--- src/rtl/cia_addsub_seq_if.sv ---
`default_nettype none
// ============================================================================
//  Module      : cia_addsub_seq_if
//  Description : Request/response bundle for the sequential carry-increment
//                adder/subtractor. The request side carries operands and the
//                add/subtract select. The response side carries the result,
//                carry-out and signed-overflow flag.
//  Revision    : 1.0 - initial release
// ============================================================================
interface cia_addsub_seq_if #(
    parameter int WIDTH = 32
) ();

    // request channel
    logic             in_valid;
    logic             in_ready;
    logic             op;
    logic [WIDTH-1:0] in1;
    logic [WIDTH-1:0] in2;

    // response channel
    logic             out_valid;
    logic             out_ready;
    logic [WIDTH-1:0] result;
    logic             cout;
    logic             ovf;

    // operand source / result consumer side
    modport master (
        output in_valid,
        output op,
        output in1,
        output in2,
        output out_ready,
        input  in_ready,
        input  out_valid,
        input  result,
        input  cout,
        input  ovf
    );

    // arithmetic block side
    modport slave (
        input  in_valid,
        input  op,
        input  in1,
        input  in2,
        input  out_ready,
        output in_ready,
        output out_valid,
        output result,
        output cout,
        output ovf
    );

endinterface : cia_addsub_seq_if
`default_nettype wire

--- src/rtl/cia_addsub_seq.sv ---
`default_nettype none
// ============================================================================
//  Module      : cia_addsub_seq
//  Description : Sequential WIDTH-bit adder/subtractor. A request latches the
//                operands (B inverted for subtract, carry-in = op) and the
//                block then resolves one SLICE-bit slice per clock, rippling
//                the slice carry forward. The result, final carry and signed
//                overflow are offered on a valid/ready response channel.
//  Revision    : 1.0 - initial release
// ============================================================================
module cia_addsub_seq #(
    parameter int WIDTH = 32,
    parameter int SLICE = 8
) (
    input  wire              clk,
    input  wire              rst_n,
    cia_addsub_seq_if.slave  bus
);

    localparam int NSLICE = WIDTH / SLICE;
    localparam int KW     = (NSLICE > 1) ? $clog2(NSLICE) : 1;
    localparam int MSB    = WIDTH - 1;
    localparam logic [KW-1:0] K_LAST = KW'(NSLICE - 1);

    typedef enum logic [1:0] {
        S_IDLE = 2'd0,
        S_CALC = 2'd1,
        S_DONE = 2'd2
    } state_t;

    state_t             state_q,  state_d;
    logic [WIDTH-1:0]   a_q,      a_d;
    logic [WIDTH-1:0]   b_q,      b_d;
    logic               c_q,      c_d;
    logic [KW-1:0]      k_q,      k_d;
    logic [WIDTH-1:0]   result_q, result_d;

    // per-slice views of the operands and the result with slice k replaced
    logic [SLICE-1:0]   w_a_sl [0:NSLICE-1];
    logic [SLICE-1:0]   w_b_sl [0:NSLICE-1];
    logic [WIDTH-1:0]   w_res_upd;
    logic [SLICE-1:0]   w_a_cur;
    logic [SLICE-1:0]   w_b_cur;
    logic [SLICE:0]     w_sum;

    // slice extraction and in-place write-back of the current slice sum
    for (genvar gi = 0; gi < NSLICE; gi++) begin : g_slice
        assign w_a_sl[gi] = a_q[gi*SLICE +: SLICE];
        assign w_b_sl[gi] = b_q[gi*SLICE +: SLICE];
        assign w_res_upd[gi*SLICE +: SLICE] =
            (k_q == KW'(gi)) ? w_sum[SLICE-1:0] : result_q[gi*SLICE +: SLICE];
    end

    assign w_a_cur = w_a_sl[k_q];
    assign w_b_cur = w_b_sl[k_q];

    // SLICE+1-bit slice add: the top bit is the carry into the next slice
    assign w_sum = {1'b0, w_a_cur} + {1'b0, w_b_cur} + {{SLICE{1'b0}}, c_q};

    // state and datapath registers; reset discards any in-flight operation
    always_ff @(posedge clk or negedge rst_n) begin
        if (!rst_n) begin
            state_q  <= S_IDLE;
            a_q      <= '0;
            b_q      <= '0;
            c_q      <= 1'b0;
            k_q      <= '0;
            result_q <= '0;
        end else begin
            state_q  <= state_d;
            a_q      <= a_d;
            b_q      <= b_d;
            c_q      <= c_d;
            k_q      <= k_d;
            result_q <= result_d;
        end
    end

    // next-state and datapath update; registers hold unless a state acts
    always_comb begin
        state_d  = state_q;
        a_d      = a_q;
        b_d      = b_q;
        c_d      = c_q;
        k_d      = k_q;
        result_d = result_q;
        case (state_q)
            S_IDLE: begin
                if (bus.in_valid) begin
                    // subtract is A + ~B + 1: the +1 rides in as the carry
                    a_d      = bus.in1;
                    b_d      = bus.op ? ~bus.in2 : bus.in2;
                    c_d      = bus.op;
                    k_d      = '0;
                    result_d = '0;
                    state_d  = S_CALC;
                end
            end
            S_CALC: begin
                result_d = w_res_upd;
                c_d      = w_sum[SLICE];
                if (k_q == K_LAST) begin
                    k_d     = '0;
                    state_d = S_DONE;
                end else begin
                    k_d = k_q + 1'b1;
                end
            end
            S_DONE: begin
                if (bus.out_ready) begin
                    state_d = S_IDLE;
                end
            end
            default: begin
                state_d = S_IDLE;
            end
        endcase
    end

    assign bus.in_ready  = (state_q == S_IDLE);
    assign bus.out_valid = (state_q == S_DONE);
    assign bus.result    = result_q;
    assign bus.cout      = c_q;
    // overflow uses the latched B, so for subtract it sees the inverted operand
    assign bus.ovf       = (a_q[MSB] == b_q[MSB]) && (result_q[MSB] != a_q[MSB]);

endmodule : cia_addsub_seq
`default_nettype wire

--- src/flat_wrapper.sv ---
// flat-port wrapper written by rule: the top's interface ports become plain ports
module cia_addsub_seq_flat 
#(
    parameter int WIDTH = 32,
    parameter int SLICE = 8
)
  (clk, rst_n, bus_in_valid, bus_op, bus_in1, bus_in2, bus_out_ready, bus_in_ready, bus_out_valid, bus_result, bus_cout, bus_ovf);
  cia_addsub_seq_if #(.WIDTH(WIDTH)) bus_i ();
  input  wire clk;
  input  wire rst_n;
  input wire logic [$bits(bus_i.in_valid)-1:0] bus_in_valid;
  input wire logic [$bits(bus_i.op)-1:0] bus_op;
  input wire logic [$bits(bus_i.in1)-1:0] bus_in1;
  input wire logic [$bits(bus_i.in2)-1:0] bus_in2;
  input wire logic [$bits(bus_i.out_ready)-1:0] bus_out_ready;
  output wire logic [$bits(bus_i.in_ready)-1:0] bus_in_ready;
  output wire logic [$bits(bus_i.out_valid)-1:0] bus_out_valid;
  output wire logic [$bits(bus_i.result)-1:0] bus_result;
  output wire logic [$bits(bus_i.cout)-1:0] bus_cout;
  output wire logic [$bits(bus_i.ovf)-1:0] bus_ovf;
  assign bus_i.in_valid = bus_in_valid;
  assign bus_i.op = bus_op;
  assign bus_i.in1 = bus_in1;
  assign bus_i.in2 = bus_in2;
  assign bus_i.out_ready = bus_out_ready;
  assign bus_in_ready = bus_i.in_ready;
  assign bus_out_valid = bus_i.out_valid;
  assign bus_result = bus_i.result;
  assign bus_cout = bus_i.cout;
  assign bus_ovf = bus_i.ovf;
  cia_addsub_seq #(.WIDTH(WIDTH), .SLICE(SLICE)) u_core (.clk(clk), .rst_n(rst_n), .bus(bus_i));
endmodule
--- config.mk ---
export PLATFORM = sky130hd
export DESIGN_NAME = cia_addsub_seq_flat
export DESIGN_NICKNAME = d
export VERILOG_FILES = /design/src/rtl/cia_addsub_seq_if.sv /design/src/rtl/cia_addsub_seq.sv /design/src/flat_wrapper.sv
export SDC_FILE = /design/constraint.sdc
export NUM_CORES = 1
export LEC_CHECK = 0
export BUFFER_PORTS_ARGS = -buffer_cell sky130_fd_sc_hd__buf_2
export CAP_MARGIN = 20
export CORE_ASPECT_RATIO = 0.7
export CORE_MARGIN = 3
export CORE_UTILIZATION = 45
export CTS_CLUSTER_SIZE = 12
export DETAILED_ROUTE_END_ITERATION = 8
export PLACE_DENSITY = 0.74
export SLEW_MARGIN = 5
export SYNTH_ARGS = -nofsm -noshare
export SYNTH_HDL_FRONTEND = slang
export SYNTH_SLANG_ARGS = --single-unit
--- constraint.sdc ---
create_clock -name clk -period 4.5 [get_ports clk]
set_input_delay 0.675 -clock clk [delete_from_list [all_inputs] [get_ports clk]]
set_output_delay 0.675 -clock clk [all_outputs]
set_load 0.005 [all_outputs]
Word-level counts from Yosys, hierarchy flattened
Cells that the tools add are included.
{ "op_classes": {"n_addsub": 3, "mul": 0, "n_div": 0, "order_cmp": 1, "n_eq_ne": 13, "shifts": 0, "muxes": 22, "bitwise_logic": 2, "n_reduce_logical": 11} }
{ "op_table": {"columns": ["operator", "count"], "rows": [
  ["$mux W32", 2],
  ["$mux W8", 8],
  ["$pmux W32 S2", 1],
  ["$bmux W8 S2", 2],
  ["$not A32 Y32", 1],
  ["$reduce_and A3 Y1", 5],
  ["$mux W2", 5],
  ["$add A8 B8 Y9", 1],
  ["$add A9 B1 Y9", 1],
  ["$ne A2 B1 Y1 const B", 4],
  ["$eq A2 B2 Y1 const B", 3],
  ["$pmux W2 S3", 1],
  ["$eq A2 B1 Y1 const B", 2],
  ["$logic_not A2 Y1", 2],
  ["$ne A2 B2 Y1 const B", 2],
  ["$pmux W2 S2", 1],
  ["$reduce_and A2 Y1", 2],
  ["$ge A3 B3 Y1 const B", 1],
  ["$not A2 Y3", 1],
  ["$add A2 B1 Y2 const B", 1],
  ["$pmux W1 S2", 1],
  ["$reduce_bool A2 Y1", 1],
  ["$eq A1 B1 Y1", 1],
  ["$logic_and A1 B1 Y1", 1],
  ["other kinds (2)", 2]
]} }
{ "word_totals": {"ff_bits": 101, "latchBits": 0, "ram_bits": 0, "romBits": 0, "input_bits": 69, "output_inout_bits": 36, "mem_count": 0} }

Longest topological paths before layout
{ "depth": {"ltp_word": 8, "ltp_mapped": 10, "ltp_nobuf": 9} }

Worst setup path after synthesis
OpenSTA, ideal clock, no wires.
{ "synth_path": {"kind": "reg2reg", "startpoint": "register u_core.k_q[0]", "endpoint": "register u_core.result_q[6] (netlist: u_core.bus.result[6])", "t_arrival_ns": 2.630, "t_required_ns": 4.379, "slack_ns": 1.749, "stages_incl_launch_ff": 11, "cell_sequence": "dfrtp_1 -> buf_4 -> mux4_2 -> fa_1 -> inv_1 -> fa_1 -> nand2b_1 -> a21oi_1 -> a211o_1 -> xor2_1 -> a22o_1"} }
{ "synth_via": {"elab_chain_cells": 8, "word_cells_on_any_way": 14, "classes_between": "2 x add/sub; 1 x eq/ne; 8 x mux; 1 x bitwise; 2 x reduce/logical"} }
{ "synth_lines": {"columns": ["item", "line_no", "rtl"], "rows": [
  ["start: declaration", "cia_addsub_seq.sv:35", "logic [KW-1:0] k_q, k_d;"],
  ["start signal: assignment", "cia_addsub_seq.sv:74", "k_q <= k_d;"],
  ["$not A2 Y3 (not written as such)", "cia_addsub_seq.sv:54, cia_addsub_seq.sv:55", null],
  ["$bmux W8 S2 (on tied branches)", "cia_addsub_seq.sv:54, cia_addsub_seq.sv:55", null],
  ["$mux W8 (on tied branches) (2 in series)", "cia_addsub_seq.sv:54, cia_addsub_seq.sv:55", null],
  ["$add A8 B8 Y9", "cia_addsub_seq.sv:58", "assign w_sum = {1'b0, w_a_cur} + {1'b0, w_b_cur} + {{SLICE{1'b0}}, c_q};"],
  ["$add A9 B1 Y9", "cia_addsub_seq.sv:58", null],
  ["$mux W8", "cia_addsub_seq.sv:51", "(k_q == KW'(gi)) ? w_sum[SLICE-1:0] : result_q[gi*SLICE +: SLICE];"],
  ["$pmux W32 S2", "cia_addsub_seq.sv:87", "case (state_q)"],
  ["end signal: assignment", "cia_addsub_seq.sv:75", "result_q <= result_d;"],
  ["end: declaration", "cia_addsub_seq.sv:36", "logic [WIDTH-1:0] result_q, result_d;"]
]} }
Parallel ways exist; a longest one is shown, timed or not. The select of a mux whose other input is x is not followed.
A chain may end at the register's enable or synchronous reset.

Worst setup path after layout
Ends and elaborated chain as after synthesis.

==> summary.txt <==
Run status
  – Status: completed

Routing
  – Vias/cell: 5.30
  – Post-DR wirelength/cell: 16.9 um
  – Via count: 3354
  – DR DRC count: 0
  – Final wirelength: 10700 um
  – Antenna-violating nets left: 0
  – Number of DRC markers in iteration 0: 222
  – DRT Pass-1 Iters: 4

Clock tree
  – Post-cts resize count: 0
  – Setup bufs post-CTS: 0
  – Clock root buffer: clkbuf_16
  – Clock Sinks: 101
  – Hold_buf cts: 0
  – Clk buf depth: 2
  – Reg clk slew, reported paths: 0.06 ns
  – H-tree depth: 3
  – CTS tree: done
  – TritonCTS Buffers: 9
  – Clk_lat worst skew: 0.35 ns

Power
  – P_sw: 2.02 mW
  – Clock Power Share: 15.8%
  – Sequential group share of total power: 32.6%
  – Max VDD drop: 0.000470 V
  – Tot Pwr: 5.03 mW
  – Sw Ratio: 40.1%
  – Cell-internal power: 3.01 mW
  – Combinational Power Share: 51.6%
  – Pleak: 2.62 nW
  – P per Cell Area: 871 nW/um2

STA
  – Setup TNS: 0 ns
  – Slew @ Worst Pin: 1.09 ns
  – Max_slew headroom: 27.1%
  – Max frequency: 297 MHz
  – Fin worst setup slack: 1.13 ns
  – Final cycle utilization of the critical path: 74.9%
  – Slew Viols, Final: 0
  – Hold Fails Final Rpt: 0
  – Final min period: 3.37 ns
  – RSZ-0062 raised after global routing: false
  – Setup violations, final: 0
  – Clk_skew: 0.00561 ns

Synth
  – Synthesized flop and latch total: 101
  – Synthesized cell area: 4890 um2
  – Syn Nets: 482
  – Syn. warnings: 0
  – Yosys cell types: 38
  – Seq/Total Area, Yosys: 51.7%
  – Syn Area/Cell: 12.2 um2
  – Post-synthesis cell count: 400

GRT
  – GRT overflow: 0
  – Total track usage: 18.8%
  – First-pass GRT wire length: 17300 um
  – Antenna violations before repair: 0
  – Largest net degree at the start of global routing: 86
  – Vias in the first global route: 3322

Final layout
  – Fillers: 897
  – Storage cell area: 2530 um2
  – Area delta synth->final: 18.3%
  – # diodes: 0
  – Area of the multi-input gates: 2180 um2
  – Fraction of layout cells with a size suffix above 1: 36.1%
  – Nets: 578
  – Commonest non-fill, non-tap cell in the layout: buf_2
  – Commonest non-fill, non-tap cells in the layout: buf_2, dfrtp_1, nor2_1, a21oi_1

Setup path
  – Maximum fanout along the worst path: 12
  – Buf/Inv on CP: 2
  – CP Cell Sequence: buf_4 > mux4_2 > fa_1 > inv_1 > fa_1 > nand2b_1 > a21oi_1 > a211o_1 > xor2_1 > a22o_1
  – Kind of critical path: reg2reg
  – Cell family with most CP delay: flip-flops
  – Element type at the critical path end: flop
  – Crit-path max cell delay: 0.65 ns
  – Slowest CP cell: dfrtp_1
  – CP arrival: 3.66 ns
  – Critical Path Start Type: flop
  – CP most frequent cell: fa_1
  – Critical path data required time: 4.79 ns

Placement
  – Count of buffers from port buffering: 104
  – Dpl ws: 1.13 ns
  – Placer Congestion: 0.780
  – Final HPWL DP: 7940 um

Worst hold path
  – Path type of the worst min-delay path: in2async

Die
  – Core area: 10500 um2
  – Die width: 131 um
  – Cell row count: 31
  – Die ar.: 12200 um2
  – Die height: 93.2 um
  – I/O pin cnt: 105
  – Initial core utilization: 46.7%

Job
  – Maxcap violations: 0
-- synth_stat cells --
library cell,count,area [um2]
o31ai_1,6,45.0
a211oi_1,1,7.51
nand2b_1,6,37.5
a21o_1,2,15.0
a221oi_1,1,8.76
dfrtp_1,101,2530
xor2_1,2,17.5
and2_4,2,17.5
nor2_1,38,143
nand2_1,24,90.1
mux4_2,16,360
a211o_1,1,8.76
o22ai_1,2,12.5
o21bai_1,3,22.5
o211ai_1,2,15.0
inv_1,9,33.8
mux2_1,2,22.5
buf_2,10,50.1
nor2b_4,1,13.8
a21oi_1,38,190
buf_4,9,67.6
nand3b_1,1,7.51
nor3_1,1,5.00
nand3_1,1,5.00
nor2_2,2,12.5
clkbuf_1,1,3.75
nor2_4,2,22.5
o21ai_0,14,70.1
buf_6,2,22.5
a22o_1,14,123
ha_1,11,138
and2_1,2,12.5
a211oi_2,1,12.5
nor2b_1,1,6.26
xnor2_1,34,298
mux2_2,34,383
nor3b_4,1,18.8
fa_1,2,40.0
-- stage by stage --
stage          instance area, um2  utilization, %  hold WS [ns]  cells
2_1_floorplan                4890               -         0.379    400
3_3_place_gp                 5470            52.2         0.458    617
3_5_place_dp                 5470            52.2         0.477    617
4_1_cts                      5780            55.2         0.421    633
5_1_grt                      5780            55.2         0.447    633
6_report                     5780            55.2         0.389    633
-- cell families (layout without fill, tap and decap cells) --
kind of cell	after synthesis	in the layout	synth area share [%]
adders and majority gates	13	13	3.64
buffers and inverters	31	132	3.64
xor gates and xnor gates	36	36	6.45
DFF	101	101	51.7
muxes	52	52	15.7
AOI/OAI and AO/OA	85	85	10.9
and+or+nand+nor	82	82	8.02
-- power by group through the flow --
stage	combinational, mW	sequential, mW	clock, mW
finish	2.59	1.64	0.795
global placement	2.49	1.64	0
floorplan	2.01	1.52	0
CTS	2.60	1.64	0.816
detailed placement	2.57	1.66	0
global route	2.91	1.69	0.855
-- per-layer routing --
layer  routed length (um)  GRT usage, %  share of wire (%)
met1                 5130          28.0                 48
met3                  883          5.54                8.2
met2                 4540          26.2                 42
met5                    0             0                  0
met4                  158          6.08                1.5
-- sequential cells by signal (all words and copies together), names as in the netlist --
name / flops
u_core.a_q: 32
u_core.b_q: 32
u_core.bus.result: 32
u_core.k_q: 2
u_core.state_q: 2
u_core.bus.cout: 1
-- worst reg2reg max path: stages, from the launching register on --
cell and delay, ns:
dfrtp_1 0.65, buf_4 0.35, mux4_2 0.55, fa_1 0.44
inv_1 0.09, fa_1 0.19, nand2b_1 0.16, a21oi_1 0.07
a211o_1 0.29, xor2_1 0.31, a22o_1 0.20
-- final timing paths --
| check | slack, ns | from | end | depth (start not counted) |
|---|---|---|---|---|
| worst max register to register | 1.13 | u_core.k_q[0] | u_core.bus.result[6] | 10 |
| max in group asynchronous | 3.10 | rst_n | u_core.b_q[18] | 2 |
| worst min-delay path | 0.39 | rst_n | u_core.state_q[1] | 1 |
| min in group clk | 0.49 | u_core.bus.result[18] | u_core.bus.result[18] | 2 |
| worst max-delay path | 1.13 | u_core.k_q[0] | u_core.bus.result[6] | 10 |
| worst min register to register | 0.49 | u_core.bus.result[18] | u_core.bus.result[18] | 2 |
-- cell type report --
cell class / instances / area share, %
flip-flops and latches: 101 / 43.7
multi-input cells: 268 / 37.7
repair buffers: 107 / 9.66
clock buffers: 13 / 4.68
well taps: 132 / 2.86
clock inverters: 3 / 0.736
inverters: 9 / 0.585
No activity file was read; power rests on OpenSTA's default activity.
